[config.mk]
export PLATFORM = sky130hd
export DESIGN_NAME = radix2_divider
export DESIGN_NICKNAME = d
export VERILOG_FILES = /design/src/rtl/div_pkg.sv /design/src/rtl/div_step.sv /design/src/rtl/radix2_divider.sv
export SDC_FILE = /design/constraint.sdc
export NUM_CORES = 1
export LEC_CHECK = 0
export BUFFER_PORTS_ARGS = -buffer_cell sky130_fd_sc_hd__clkbuf_2
export CORE_MARGIN = 2
export CORE_UTILIZATION = 40
export CTS_BUF_LIST = sky130_fd_sc_hd__clkbuf_8
export DETAILED_ROUTE_END_ITERATION = 8
export GPL_TIMING_DRIVEN = 0
export PLACE_DENSITY = 0.71
export SKIP_LAST_GASP = 1
export SYNTH_ARGS = -nofsm -noshare
export SYNTH_HDL_FRONTEND = slang
export SYNTH_SLANG_ARGS = --single-unit
[constraint.sdc]
create_clock -name clk -period 4.6 [get_ports clk]
set_clock_uncertainty 0.1 [all_clocks]
set_input_delay 0 -clock clk [delete_from_list [all_inputs] [get_ports clk]]
set_output_delay 0 -clock clk [all_outputs]
set_load 0.05 [all_outputs]
[src/rtl/div_pkg.sv]
`default_nettype none
// +--------------------------------------------------------------------+
// | div_pkg: FSM state encoding and default width for radix2_divider.  |
// | Revision: 1.0                                                      |
// +--------------------------------------------------------------------+
package div_pkg;

   localparam int DIV_WIDTH_DEFAULT = 16;

   typedef enum logic [1:0] {
      ST_IDLE = 2'd0,
      ST_CALC = 2'd1,
      ST_DONE = 2'd2
   } state_t;

endpackage
`default_nettype wire

[src/rtl/div_step.sv]
`default_nettype none
// +--------------------------------------------------------------------+
// | div_step: one combinational restoring-division iteration.          |
// | Revision: 1.0                                                      |
// +--------------------------------------------------------------------+
module div_step #(
   parameter int WIDTH = 16
) (
   input  logic [WIDTH-1:0] rem_i,
   input  logic             bit_i,
   input  logic [WIDTH-1:0] divisor_i,
   output logic [WIDTH-1:0] rem_o,
   output logic             qbit_o
);

   logic [WIDTH:0] w_partial;

   assign w_partial = {rem_i, bit_i};
   assign qbit_o    = (w_partial >= {1'b0, divisor_i});
   // Low bits of the wide difference equal the modular narrow difference.
   assign rem_o     = qbit_o ? (w_partial[WIDTH-1:0] - divisor_i) : w_partial[WIDTH-1:0];

endmodule
`default_nettype wire

[src/rtl/radix2_divider.sv]
`default_nettype none
// +--------------------------------------------------------------------+
// | radix2_divider: multi-cycle restoring 2W/W unsigned divider with   |
// | valid/ready handshakes. RADIX2_DIV_OVF_DETECT_EN enables overflow   |
// | detection on accept.                                               |
// | Revision: 1.0                                                      |
// +--------------------------------------------------------------------+
module radix2_divider
   import div_pkg::*;
#(
   parameter int WIDTH = DIV_WIDTH_DEFAULT
) (
   input  logic               clk,
   input  logic               rst_n,
   input  logic               in_valid,
   output logic               in_ready,
   input  logic [2*WIDTH-1:0] dividend,
   input  logic [WIDTH-1:0]   divisor,
   output logic               out_valid,
   input  logic               out_ready,
   output logic [WIDTH-1:0]   quotient,
   output logic [WIDTH-1:0]   remainder,
   output logic               div_zero,
   output logic               ovf
);

   localparam int            CW         = (WIDTH > 1) ? $clog2(WIDTH) : 1;
   localparam logic [CW-1:0] C_CNT_LAST = CW'(WIDTH - 1);

   state_t           state_q, state_d;
   logic [CW-1:0]    cnt_q, cnt_d;
   logic [WIDTH-1:0] rem_q, rem_d;
   logic [WIDTH-1:0] lo_q, lo_d;
   logic [WIDTH-1:0] dvs_q, dvs_d;
   logic             dz_q, dz_d;
   logic [WIDTH-1:0] w_step_rem;
   logic             w_qbit;
`ifdef RADIX2_DIV_OVF_DETECT_EN
   logic             ovf_q, ovf_d;
`endif

   div_step #(.WIDTH(WIDTH)) u_step (
      .rem_i     (rem_q),
      .bit_i     (lo_q[WIDTH-1]),
      .divisor_i (dvs_q),
      .rem_o     (w_step_rem),
      .qbit_o    (w_qbit)
   );

   // lo_q shifts dividend bits out at the top while quotient bits enter at the bottom.
   always_comb begin
      state_d = state_q;
      cnt_d   = cnt_q;
      rem_d   = rem_q;
      lo_d    = lo_q;
      dvs_d   = dvs_q;
      dz_d    = dz_q;
`ifdef RADIX2_DIV_OVF_DETECT_EN
      ovf_d   = ovf_q;
`endif
      case (state_q)
         ST_IDLE: begin
            if (in_valid) begin
               dvs_d = divisor;
               cnt_d = '0;
               dz_d  = 1'b0;
`ifdef RADIX2_DIV_OVF_DETECT_EN
               ovf_d = 1'b0;
`endif
               if (divisor == '0) begin
                  state_d = ST_DONE;
                  lo_d    = '1;
                  rem_d   = dividend[WIDTH-1:0];
                  dz_d    = 1'b1;
               end
`ifdef RADIX2_DIV_OVF_DETECT_EN
               else if (dividend[2*WIDTH-1:WIDTH] >= divisor) begin
                  state_d = ST_DONE;
                  lo_d    = '1;
                  rem_d   = dividend[WIDTH-1:0];
                  ovf_d   = 1'b1;
               end
`endif
               else begin
                  state_d = ST_CALC;
                  rem_d   = dividend[2*WIDTH-1:WIDTH];
                  lo_d    = dividend[WIDTH-1:0];
               end
            end
         end
         ST_CALC: begin
            rem_d = w_step_rem;
            lo_d  = {lo_q[WIDTH-2:0], w_qbit};
            if (cnt_q == C_CNT_LAST) begin
               state_d = ST_DONE;
            end else begin
               cnt_d = cnt_q + CW'(1);
            end
         end
         ST_DONE: begin
            if (out_ready) begin
               state_d = ST_IDLE;
            end
         end
         default: state_d = ST_IDLE;
      endcase
   end

   always_ff @(posedge clk) begin
      if (!rst_n) begin
         state_q <= ST_IDLE;
         cnt_q   <= '0;
         rem_q   <= '0;
         lo_q    <= '0;
         dvs_q   <= '0;
         dz_q    <= 1'b0;
`ifdef RADIX2_DIV_OVF_DETECT_EN
         ovf_q   <= 1'b0;
`endif
      end else begin
         state_q <= state_d;
         cnt_q   <= cnt_d;
         rem_q   <= rem_d;
         lo_q    <= lo_d;
         dvs_q   <= dvs_d;
         dz_q    <= dz_d;
`ifdef RADIX2_DIV_OVF_DETECT_EN
         ovf_q   <= ovf_d;
`endif
      end
   end

   assign in_ready  = (state_q == ST_IDLE);
   assign out_valid = (state_q == ST_DONE);
   assign quotient  = lo_q;
   assign remainder = rem_q;
   assign div_zero  = dz_q;
`ifdef RADIX2_DIV_OVF_DETECT_EN
   assign ovf       = ovf_q;
`else
   assign ovf       = 1'b0;
`endif

endmodule
`default_nettype wire
Word-level counts from Yosys, hierarchy flattened. Index checks and enable logic that the tools add are counted.

Output and inout port bits: 36. Word-level logic and storage cells: 39. Register bits after elaboration: 55.

Mux-type cells: 16. Reduce and logical (&&, ||, !) cells: 7. Add/subtract/negate cells: 2. Equal/unequal tests: 7. Order comparisons: 1.

Operator list (number): $mux W16 (5); $pmux W16 S2 (2); $ge A17 B16 Y1 (1); $logic_not A16 Y1 (1); $sub A16 B16 Y16 (1); $mux W2 (4); $mux W4 (2); $pmux W4 S2 (1); $ne A2 B2 Y1 const B (3); $pmux W2 S3 (1); $reduce_and A3 Y1 (2); $add A4 B1 Y4 const B (1); $eq A4 B4 Y1 const B (1); $reduce_and A2 Y1 (2); $eq A2 B1 Y1 const B (1); $eq A2 B2 Y1 const B (1); $logic_not A2 Y1 (1); $ne A2 B1 Y1 const B (1); $reduce_bool A2 Y1 (1); $mux W1 (1).

Depth between registers and ports, before layout.
Depth after elaboration: 4. Gate-level depth with buffers: 12.

By module. From an unflattened synthesis, not the netlist that was laid out.

Cells, all modules: 424. Area, all modules: 3754.9 µm².

By module, submodules not included: radix2_divider (instances 1, sequential area each 1101.1 µm², cells an instance 267, area an instance 2524.9 µm²); div_step (instances 1, sequential area each 0.0 µm², cells an instance 157, area an instance 1229.9 µm²).

Least setup slack after synthesis. Ideal clock, no wire load.

Kind: flip-flop to flip-flop. From: register rem_q[11], in the netlist remainder[11]. To: register rem_q[10], in the netlist remainder[10]. Period minus slack after synthesis: 2876 ps. Path buffers: 3. Data required time: 4362 ps. Path slack: 1724 ps. Data arrival time: 2638 ps. Stages on the path, launching flop included: 12. Cells stage by stage: dfxtp_1 > ha_1 > buf_2 > o21a_1 > o21ai_0 > a31oi_1 > a2111o_2 > or2_1 > buf_6 > buf_12 > o31ai_1 > a31oi_1.

Word-level cells in the longest chain between the ends: 3.

Ends and longest elaborated chain: from (decl) (line radix2_divider.sv:32) `logic [WIDTH-1:0] rem_q, rem_d;`; from (signal assigned) (line radix2_divider.sv:123) `rem_q <= rem_d;`; $ge A17 B16 Y1 (line div_step.sv:19) `assign qbit_o = (w_partial >= {1'b0, divisor_i});`; $mux W16 (line div_step.sv:21) `assign rem_o = qbit_o ? (w_partial[WIDTH-1:0] - divisor_i) : w_partial[WIDTH-1:0];`; $pmux W16 S2 (line radix2_divider.sv:61) `case (state_q)`.

Every way passes these cells. A chain may end at the register's enable or synchronous reset.

Worst setup path after layout.
From: register rem_q[0], in the netlist remainder[0]. To: register rem_q[10], in the netlist remainder[10].

Word-level cells in the longest chain between the ends: 3. Elaborated cells on any way between the ends: 4. Classes of those cells: 1 x add/sub; 1 x order compare; 2 x mux.

Ends and longest elaborated chain (line): $sub A16 B16 Y16 or $ge A17 B16 Y1 (tied branches) (div_step.sv:21, div_step.sv:19); $mux W16 * (div_step.sv:21); $pmux W16 S2 * (radix2_divider.sv:61).

Mark *: on every way between the ends. The rest lies on a longest branch, timed or not.

==> metrics.csv <==
metric,value,unit
outcome,"complete, but fails checks",
failing checks,negative hold slack,
DR vias,3884,
wire length of the first global-routing pass,18.3,mm
post-route antenna net violation count,0,
adder-cell area share of the yosys netlist,0.0637,
flip-flop cell with the highest count after synthesis,sky130_fd_sc_hd__dfxtp_1,
master cell of the clock root buffer,sky130_fd_sc_hd__clkbuf_8,
aggregate global routing overflow,0,
setup repair after global routing missed its margin,no,
final RePlAce weighted congestion,0.941,
count of flip-flops with a built-in enable after synthesis,0,
overall routed net length,11.4,mm
number of placement rows,34,
ant diodes,0,
share of the clock period used by the worst path,0.648,
clock tree from TritonCTS,done,
die footprint,9910,µm²
path type of the worst min-delay path,input port to flop,
Detailed Routing Iterations Pass 1,5,
Compound-Gate Fraction of Synth Area,0.319,
post-synthesis xor/xnor area fraction,0.0336,
aggregate negative setup slack,0,ns
met1 capacity usage during global routing,0.304,
total CTS buffers,5,
TritonCTS sink count,55,
share of the synthesized area in the top cell type,0.301,
average wire per cell in the routed design,16.7,µm
DRC violations left,0,
syn nets,520,
post-layout min period,2.98,ns
kind of launch point of the worst setup path,flop,
level count of the clock H-tree,2,
power density cells,574,nW/µm²
number of instances in the placed design,644,
footprint of the multi-input gates,2310,µm²
cell types occupying the most area after synthesis,"sky130_fd_sc_hd__dfxtp_1, sky130_fd_sc_hd__mux2i_1, sky130_fd_sc_hd__a22oi_1",
total of flip-flops plus latches after synthesis,55,
area overhead of the layout relative to synthesis,26.8,%
final setup violation count,0,
share of synthesized area spent on multiplexers,0.0754,
layout filler cell count,867,
Gate Count Post-Synth,450,
number of buffer cells added on primary ports,86,
layout cells sized above 1,0.188,
global routing's busiest layer,met2,
Synth Area in Simple Gates,0.141,
vias per cell,5.70,
met2 Usage GRT,0.386,
clock latency reported for the late side of the worst-skew pair,0.32,ns
Die X,99.6,µm
sequential share of the synthesized area,0.301,
WHS,-0.00190,ns
GRT Overall Usage,0.229,
# Max-Cap Violations,0,
fraction of registers with async set/reset,0,
violation count after the first detailed-routing iteration,241,
Critical Path Sink Type,flop,
final max-slew violation count,0,
y dimension of the die,99.6,µm
worst-path fanout max,10,
number of unique standard cell types used by synthesis,57,
setup bufs post-CTS,0,
data required time at the worst endpoint,4.67,ns
netlist area before placement,3650,µm²
met3 demand-to-capacity share in global routing,0.0372,
CTS max path bufs,2,
fmax,336,MHz
register clock-pin slew on the reported worst setup and hold paths,0.10,ns
area taken by flip-flops and latches,1100,µm²
total I/O pin count,88,
YS warnings,0,
via count of the first global-routing pass,3719,
"commonest cells after routing, fill and taps aside","sky130_fd_sc_hd__clkbuf_2, sky130_fd_sc_hd__dfxtp_1, sky130_fd_sc_hd__nand2_1",
number of hold violations in the final report,1,
placeable core region,8810,µm²
slew at the pin closest to its max-slew limit,0.697,ns
WS Path Type,flop to flop,
final net count,643,
arrival time reported for the critical path endpoint,3.05,ns
final standard cell count with taps included and fillers excluded,682,
Max VDD drop,251,µV
"most common cell after layout, fill and taps aside",sky130_fd_sc_hd__clkbuf_2,
initial standard-cell utilization of the core,0.415,
"area leader, netlist",sky130_fd_sc_hd__dfxtp_1,
maximum number of pins on one net before global-route repair,18,
mean area per synthesized cell,8.12,µm²
antenna violations before repair,0,
leakage power figure,2.03,nW
max_slew headroom,0.535,
dominant combinational cell family by area after synthesis,compound AO/OA/AOI/OAI gates,
dpl hpwl,8.69,mm
-- logic make-up (layout without fill, tap and decap cells) --
family,Yosys count,in the layout
adder cells (fa/ha/maj),18,18
other,1,1
buffers and inverters,54,178
AO/OA/AOI/OAI,174,174
AND/OR/NAND/NOR,107,107
XOR/XNOR,14,14
flip-flops,55,55
multiplexers,27,27
-- worst max-delay path, stage by stage (launching register included) --
cell                        delay, ns
sky130_fd_sc_hd__dfxtp_1         0.48
sky130_fd_sc_hd__ha_1            0.29
sky130_fd_sc_hd__nor2b_1         0.16
sky130_fd_sc_hd__o2111ai_1       0.36
sky130_fd_sc_hd__a21oi_1         0.22
sky130_fd_sc_hd__a31o_2          0.34
sky130_fd_sc_hd__or2_1           0.23
sky130_fd_sc_hd__buf_6           0.16
sky130_fd_sc_hd__buf_12          0.15
sky130_fd_sc_hd__o31ai_1         0.28
sky130_fd_sc_hd__a31oi_1         0.07
-- flip-flops by register name (all words and copies together), names as in the netlist --
signal / count
div_zero: 1
state_q: 2
remainder: 16
quotient: 16
dvs_q: 16
cnt_q: 4
-- per-stage QoR --
step | cell area [µm²] | setup WS (ns) | utilization | total power, mW | hold WS, ns
after floorplan | 3650 | 1.72 | - | 1.91 | 0.0449
after global placement | 4220 | 1.68 | 0.479 | 2.26 | 0.152
after detailed placement | 4220 | 1.65 | 0.479 | 2.29 | 0.158
after CTS | 4630 | 1.64 | 0.526 | 2.65 | 0.000973
after global routing | 4630 | 1.47 | 0.526 | 2.83 | 0.0160
final | 4630 | 1.62 | 0.526 | 2.66 | -0.00190
-- layer usage --
| layer | wire [µm] | part of all wire | vias up |
|---|---|---|---|
| met5 | 0 | 0 | - |
| met4 | 225 | 0.020 | 0 |
| met3 | 653 | 0.057 | 17 |
| met2 | 5360 | 0.47 | 142 |
| met1 | 5130 | 0.45 | 1830 |
| li1 | - | - | 1895 |
-- power by group --
part | total (mW) | internal, mW | switching, mW
Sequential | 0.659 | 0.564 | 0.0949
Clock | 0.334 | 0.163 | 0.171
Combinational | 1.66 | 0.638 | 1.03
-- cells in the mapped netlist (2+ instances only) --
library cell,n
sky130_fd_sc_hd__a211oi_1,2
sky130_fd_sc_hd__a21boi_0,16
sky130_fd_sc_hd__a21o_1,7
sky130_fd_sc_hd__a21oi_1,35
sky130_fd_sc_hd__a221oi_1,2
sky130_fd_sc_hd__a22oi_1,29
sky130_fd_sc_hd__a31oi_1,5
sky130_fd_sc_hd__and2_1,3
sky130_fd_sc_hd__and4b_1,2
sky130_fd_sc_hd__buf_2,2
sky130_fd_sc_hd__buf_4,2
sky130_fd_sc_hd__clkbuf_1,24
sky130_fd_sc_hd__dfxtp_1,55
sky130_fd_sc_hd__ha_1,17
sky130_fd_sc_hd__inv_1,23
sky130_fd_sc_hd__mux2_2,4
sky130_fd_sc_hd__mux2i_1,23
sky130_fd_sc_hd__nand2_1,47
sky130_fd_sc_hd__nand2b_1,3
sky130_fd_sc_hd__nand3_1,5
sky130_fd_sc_hd__nand4_1,4
sky130_fd_sc_hd__nor2_1,17
sky130_fd_sc_hd__nor2b_1,10
sky130_fd_sc_hd__nor3_1,3
sky130_fd_sc_hd__nor4_1,5
sky130_fd_sc_hd__o21a_1,20
sky130_fd_sc_hd__o21ai_0,32
sky130_fd_sc_hd__o221ai_1,9
sky130_fd_sc_hd__o31ai_1,3
sky130_fd_sc_hd__or3_1,2
sky130_fd_sc_hd__xnor2_1,10
sky130_fd_sc_hd__xor2_1,4
-- timing repair --
action,CTS,global route
resized for setup,0,0
setup endpoints to repair,0,0
hold buffers,30,0
hold endpoints to repair,26,0
-- path summary, 6_finish.rpt --
kind	slack (ns)	cells after the start	to	start
max	1.62	10	remainder[10]	remainder[0]
min	-0.002	5	remainder[2]	dividend[2]
max reg2reg	1.62	10	remainder[10]	remainder[0]
min reg2reg	0.37	2	dvs_q[9]	dvs_q[9]
-- layout make-up --
type	count	share of cell area
plain buffers	31	0.0324
clock buffers	5	0.0149
clock inverters	3	0.00919
inverters	23	0.0186
multi-input cells	341	0.500
flip-flops and latches	55	0.238
well taps	108	0.0292
repair buffers	116	0.158
(Power assumes the default switching activity.)
